--- src/rtl/uart_tx_core.sv ---
// uart_tx_core: UART transmitter, 8N1 by default; define UART_TX_PARITY_EN for 8E1 (even parity bit).
module uart_tx_core #(
  parameter int CLK_FREQ  = 100_000_000,
  parameter int BAUD_RATE = 9600
) (
  input  logic       clk,
  input  logic       reset,
  input  logic       i_tx_start,
  input  logic [7:0] i_tx_data,
  output logic       o_tx,
  output logic       o_tx_busy,
  output logic       o_tx_done
);
  localparam int BIT_CYC = CLK_FREQ / BAUD_RATE;
  localparam int CW = $clog2(BIT_CYC);
  localparam logic [CW-1:0] LAST = CW'(BIT_CYC - 1);
`ifdef UART_TX_PARITY_EN
  typedef enum logic [2:0] {IDLE, START, DATA, PARITY, STOP} state_t;
`else
  typedef enum logic [1:0] {IDLE, START, DATA, STOP} state_t;
`endif
  state_t state_q, state_d;
  logic [CW-1:0] cnt_q, cnt_d;
  logic [2:0] idx_q, idx_d;
  logic [7:0] sh_q, sh_d;
  logic tx_d, busy_d, done_d, bit_end;
  assign bit_end = cnt_q == LAST;
  always_ff @(posedge clk or negedge reset)
    if (!reset) begin
      state_q   <= IDLE;
      cnt_q     <= '0;
      idx_q     <= '0;
      sh_q      <= '0;
      o_tx      <= 1'b1;
      o_tx_busy <= 1'b0;
      o_tx_done <= 1'b0;
    end else begin
      state_q   <= state_d;
      cnt_q     <= cnt_d;
      idx_q     <= idx_d;
      sh_q      <= sh_d;
      o_tx      <= tx_d;
      o_tx_busy <= busy_d;
      o_tx_done <= done_d;
    end
  always_comb begin
    state_d = state_q;
    cnt_d   = bit_end ? '0 : cnt_q + CW'(1);
    idx_d   = idx_q;
    sh_d    = sh_q;
    tx_d    = o_tx;
    busy_d  = o_tx_busy;
    done_d  = 1'b0;
    case (state_q)
      IDLE: begin
        tx_d   = 1'b1;
        busy_d = 1'b0;
        if (i_tx_start) begin
          sh_d    = i_tx_data;
          busy_d  = 1'b1;
          tx_d    = 1'b0;
          cnt_d   = '0;
          state_d = START;
        end
      end
      START:
        if (bit_end) begin
          idx_d   = '0;
          tx_d    = sh_q[0];
          state_d = DATA;
        end
      DATA:
        if (bit_end) begin
          if (idx_q == 3'd7) begin
`ifdef UART_TX_PARITY_EN
            tx_d    = ^sh_q;
            state_d = PARITY;
`else
            tx_d    = 1'b1;
            state_d = STOP;
`endif
          end else begin
            idx_d = idx_q + 3'd1;
            tx_d  = sh_q[idx_q + 3'd1];
          end
        end
`ifdef UART_TX_PARITY_EN
      PARITY:
        if (bit_end) begin
          tx_d    = 1'b1;
          state_d = STOP;
        end
`endif
      STOP:
        if (bit_end) begin
          tx_d    = 1'b1;
          busy_d  = 1'b0;
          done_d  = 1'b1;
          state_d = IDLE;
        end
      default: state_d = IDLE;
    endcase
  end
endmodule
--- config.mk ---
export PLATFORM = sky130hd
export DESIGN_NAME = uart_tx_core
export DESIGN_NICKNAME = d
export VERILOG_FILES = /design/src/rtl/uart_tx_core.sv
export SDC_FILE = /design/constraint.sdc
export NUM_CORES = 1
export LEC_CHECK = 0
export CAP_MARGIN = 20
export CORE_MARGIN = 4
export CORE_UTILIZATION = 50
export DETAILED_ROUTE_END_ITERATION = 6
export PLACE_DENSITY_LB_ADDON = 0.05
export SLEW_MARGIN = 10
export SYNTH_ARGS = -nofsm -noshare
export SYNTH_HDL_FRONTEND = slang
export SYNTH_SLANG_ARGS = --single-unit
--- constraint.sdc ---
create_clock -name clk -period 3 [get_ports clk]
set_input_delay 0.6 -clock clk [delete_from_list [all_inputs] [get_ports clk]]
set_output_delay 0.6 -clock clk [all_outputs]
set_load 0.01 [all_outputs]
==> impl_metrics.prom <==
# TYPE chip_impl_metric gauge
chip_impl_metric{name="p_seq_share",unit="%"} 47.4
chip_impl_metric{name="num_antenna_cells",unit=""} 0
chip_impl_metric{name="post_synth_inst_count",unit=""} 136
chip_impl_metric{name="place_ws",unit="ps"} 822
chip_impl_info{name="yosys-top-cells-count",value="sky130_fd_sc_hd__dfrtp_1, sky130_fd_sc_hd__nor2_1, sky130_fd_sc_hd__nand2_1"} 1
chip_impl_info{name="min_path_type",value="register to register"} 1
chip_impl_metric{name="vdd_drop_max",unit="mV"} 0.315
chip_impl_metric{name="power.switching_fraction",unit="%"} 18.0
chip_impl_metric{name="port_buffers",unit=""} 13
chip_impl_metric{name="core.rowCount",unit=""} 19
chip_impl_info{name="worstSetupStartpointType",value="register"} 1
chip_impl_metric{name="max-clock-path-buffers",unit=""} 2
chip_impl_metric{name="placed_instances",unit=""} 177
chip_impl_metric{name="hpwlAfterDp",unit="um"} 2010
chip_impl_metric{name="power.share.clock",unit="%"} 50.0
chip_impl_metric{name="slew-limit-headroom",unit="%"} 59.8
chip_impl_metric{name="power_switching",unit="uW"} 153
chip_impl_metric{name="synth.ff_latch_count",unit=""} 30
chip_impl_metric{name="critPathMaxFanout",unit=""} 8
chip_impl_metric{name="async_flop_share",unit="%"} 100
chip_impl_metric{name="worst_ep_required_time",unit="ps"} 3210
chip_impl_metric{name="post-route-min-period",unit="ps"} 2160
chip_impl_metric{name="synth_cell_types",unit=""} 37
chip_impl_metric{name="fin_setup_tns",unit="ps"} 0
chip_impl_info{name="yosys.area.top_type",value="sky130_fd_sc_hd__dfrtp_1"} 1
chip_impl_metric{name="htree_num_levels",unit=""} 2
chip_impl_metric{name="post-route-drc-count",unit=""} 0
chip_impl_metric{name="yosys_warnings",unit=""} 0
chip_impl_metric{name="cts_buffers",unit=""} 5
chip_impl_metric{name="detail_route.wirelength",unit="um"} 2720
chip_impl_info{name="worst_setup_path_end_kind",value="register"} 1
chip_impl_metric{name="die_footprint",unit="sq um"} 4050
chip_impl_metric{name="global_route.usage.total",unit="%"} 15.8
chip_impl_info{name="cts-root-buf",value="sky130_fd_sc_hd__clkbuf_4"} 1
chip_impl_metric{name="fin_nets",unit=""} 172
chip_impl_metric{name="combinationalPowerShare",unit="%"} 2.6
chip_impl_metric{name="cell_internal_pwr",unit="uW"} 699
chip_impl_metric{name="gp_congestion",unit=""} 0.820
chip_impl_metric{name="finalSetupViolations",unit=""} 0
chip_impl_metric{name="r2r_cells",unit=""} 5
chip_impl_metric{name="path_clk_slew",unit="ps"} 100
chip_impl_metric{name="grt_use_met1",unit="%"} 18.3
chip_impl_metric{name="post-route-period-util",unit="%"} 71.8
chip_impl_metric{name="grt_start_max_net_pins",unit=""} 31
chip_impl_metric{name="finish.cell_count_without_fillers",unit=""} 185
chip_impl_metric{name="cts.sink_count",unit=""} 30
chip_impl_info{name="synthTopCellsByArea",value="sky130_fd_sc_hd__dfrtp_1, sky130_fd_sc_hd__ha_1, sky130_fd_sc_hd__mux2_2"} 1
chip_impl_metric{name="first_global_vias",unit=""} 1170
chip_impl_metric{name="postCtsSetupRepairBufs",unit=""} 0
chip_impl_metric{name="route.detailed.vias_per_inst",unit=""} 5.85
chip_impl_metric{name="timing.final.max_slew_violations",unit=""} 0
chip_impl_info{name="synthMostInstantiatedCell",value="sky130_fd_sc_hd__dfrtp_1"} 1
chip_impl_metric{name="postCtsHoldBufs",unit=""} 0
chip_impl_metric{name="synth-edff-count",unit=""} 0
chip_impl_info{name="worst-setup-path-type",value="register to register"} 1
chip_impl_metric{name="postLayoutSetupSlackWorst",unit="ps"} 845
chip_impl_metric{name="postSynthNetCount",unit=""} 155
chip_impl_metric{name="fillerInstances",unit=""} 230
chip_impl_metric{name="max-cap-violations",unit=""} 0
chip_impl_metric{name="hold_depth",unit=""} 1
chip_impl_metric{name="synth_largest_type_area_fraction",unit="%"} 46.9
chip_impl_metric{name="global_route.usage.met2",unit="%"} 26.2
chip_impl_metric{name="worst_skew_pair.late_latency",unit="ps"} 330
chip_impl_metric{name="synth.yosys.seq_area_share",unit="%"} 48.6
chip_impl_metric{name="drt_iter0_drc",unit=""} 98
chip_impl_metric{name="ioPinCount",unit=""} 14
chip_impl_metric{name="grt_remaining_overflow",unit=""} 0
chip_impl_metric{name="endpoint_arrival_time_on_the_critical_path",unit="ps"} 2370
chip_impl_metric{name="postCtsResizedCells",unit=""} 0
chip_impl_metric{name="power_dens_cells",unit="nW/um^2"} 471
chip_impl_metric{name="worstMarginPinSlew",unit="ps"} 587
chip_impl_metric{name="finalHoldViolCount",unit=""} 0
chip_impl_metric{name="chipWidth",unit="um"} 63.6
chip_impl_metric{name="start_util",unit="%"} 54.2
chip_impl_metric{name="area_growth_syn_to_layout",unit="%"} 16.9
chip_impl_metric{name="max_clock_freq",unit="MHz"} 464
chip_impl_metric{name="floorplan.die.height",unit="um"} 63.6
chip_impl_metric{name="globalRouteMet3Util",unit="%"} 4.44
chip_impl_info{name="cts_tree",value="done"} 1
chip_impl_metric{name="ant_nets",unit=""} 0
chip_impl_metric{name="antenna_found_initial",unit=""} 0
chip_impl_metric{name="syn-mean-instance-area",unit="sq um"} 11.4
chip_impl_metric{name="drive_above_1_share",unit="%"} 14.9
chip_impl_metric{name="vias",unit=""} 1083
chip_impl_info{name="result_of_the_run",value="completed"} 1
chip_impl_metric{name="floorplan.core_area",unit="sq um"} 2850
chip_impl_metric{name="synth.cell_area",unit="sq um"} 1550
chip_impl_metric{name="finClkSkew",unit="ps"} 9.33
chip_impl_metric{name="wire_length_of_the_first_global_routing_pass",unit="um"} 5080
chip_impl_metric{name="detail_route.wl_per_cell",unit="um"} 14.7
chip_impl_info{name="postSynth.topFlopCell",value="sky130_fd_sc_hd__dfrtp_1"} 1
chip_impl_info{name="globalRoute.busiestLayer",value="met2"} 1
chip_impl_metric{name="drt_pre_antenna_iters",unit=""} 4
chip_impl_metric{name="total_leakage_power",unit="uW"} 0.000824
chip_impl_info{name="rsz0062_at_grt",value="false"} 1
critical path, cell delays in order (launching register included):
cell	delay, ps
sky130_fd_sc_hd__dfrtp_1	390
sky130_fd_sc_hd__inv_1	100
sky130_fd_sc_hd__ha_1	290
sky130_fd_sc_hd__or3_1	440
sky130_fd_sc_hd__a222oi_1	460
sky130_fd_sc_hd__mux2_1	360
power by group through the flow:
stage | sequential [uW] | combinational (uW) | clock (uW)
after floorplan | 412 | 0.395 | 0
after global placement | 412 | 21.9 | 0
after detailed placement | 412 | 22.6 | 0
after CTS | 404 | 22.7 | 435
after global routing | 404 | 24.1 | 456
final | 404 | 21.8 | 426
registers in the layout, indices dropped and copies added (netlist names):
name and flops:
sh_q 8, idx_q 3, cnt_q 14, o_tx_done 1, o_tx 1, state_q 2, o_tx_busy 1
cell families (layout without fill, tap and decap cells):
logic type,after synthesis,count (layout),synth area share (%)
AO/OA/AOI/OAI,18,18,8.33
AND/OR/NAND/NOR,48,48,17.2
XOR/XNOR,10,10,5.66
buffers and inverters,9,27,2.91
adder cells (fa/ha/maj),8,8,6.47
flip-flops,30,30,48.6
multiplexers,13,13,10.8
metrics by stage:
| stage | utilization [%] | total power, uW | hold WS (ps) | instance area (sq um) |
|---|---|---|---|---|
| global placement | 59.5 | 434 | 466 | 1700 |
| global route | 63.4 | 884 | 525 | 1810 |
| floorplan | - | 413 | 304 | 1550 |
| CTS | 63.4 | 862 | 488 | 1810 |
| finish | 63.4 | 852 | 483 | 1810 |
| detailed placement | 59.5 | 435 | 473 | 1700 |
placed cells by master (no fill, tap or decap), types with 3 or more instances in the layout:
master,Yosys,layout
sky130_fd_sc_hd__nand2_1,12,12
sky130_fd_sc_hd__and4_1,3,3
sky130_fd_sc_hd__nand3_1,4,4
sky130_fd_sc_hd__dfrtp_1,29,29
sky130_fd_sc_hd__a21oi_1,3,3
sky130_fd_sc_hd__inv_1,5,5
sky130_fd_sc_hd__ha_1,8,8
sky130_fd_sc_hd__xor2_1,9,9
sky130_fd_sc_hd__a22o_1,3,3
sky130_fd_sc_hd__nand4_1,4,4
sky130_fd_sc_hd__o21ai_0,4,4
sky130_fd_sc_hd__mux2_2,8,8
sky130_fd_sc_hd__clkbuf_4,0,5
sky130_fd_sc_hd__clkdlybuf4s50_1,0,13
sky130_fd_sc_hd__nor2_1,14,14
layer usage:
layer  vias to the layer above  share of wire (%)
met3                         8                3.5
met5                         -                  0
met2                        17                 52
met1                       535                 42
met4                         0                2.2
li1                        523                  -
final timing paths:
kind                                        start                      to  slack (ps)
min in group asynchronous                   reset      cnt_q[9]$_DFF_PN0_         640
max                        state_q[0]$_DFFE_PN0P_  state_q[1]$_DFFE_PN0P_         840
min reg2reg                    cnt_q[0]$_DFF_PN0_      cnt_q[0]$_DFF_PN0_         480
min                            cnt_q[0]$_DFF_PN0_      cnt_q[0]$_DFF_PN0_         480
max in group asynchronous                   reset        o_tx$_DFFE_PN1P_        2040
max reg2reg                state_q[0]$_DFFE_PN0P_  state_q[1]$_DFFE_PN0P_         840
final cells by class:
class / instances / area, sq um / share of cell area, %
clock buffer: 6 / 51.3 / 2.84
clock inverter: 2 / 60.1 / 3.32
inverter: 5 / 18.8 / 1.04
multi-input combinational: 97 / 749 / 41.5
sequential: 30 / 752 / 41.6
tap: 31 / 38.8 / 2.15
timing repair buffer: 14 / 138 / 7.61
Note: power is estimated with default switching activity, not from simulation.
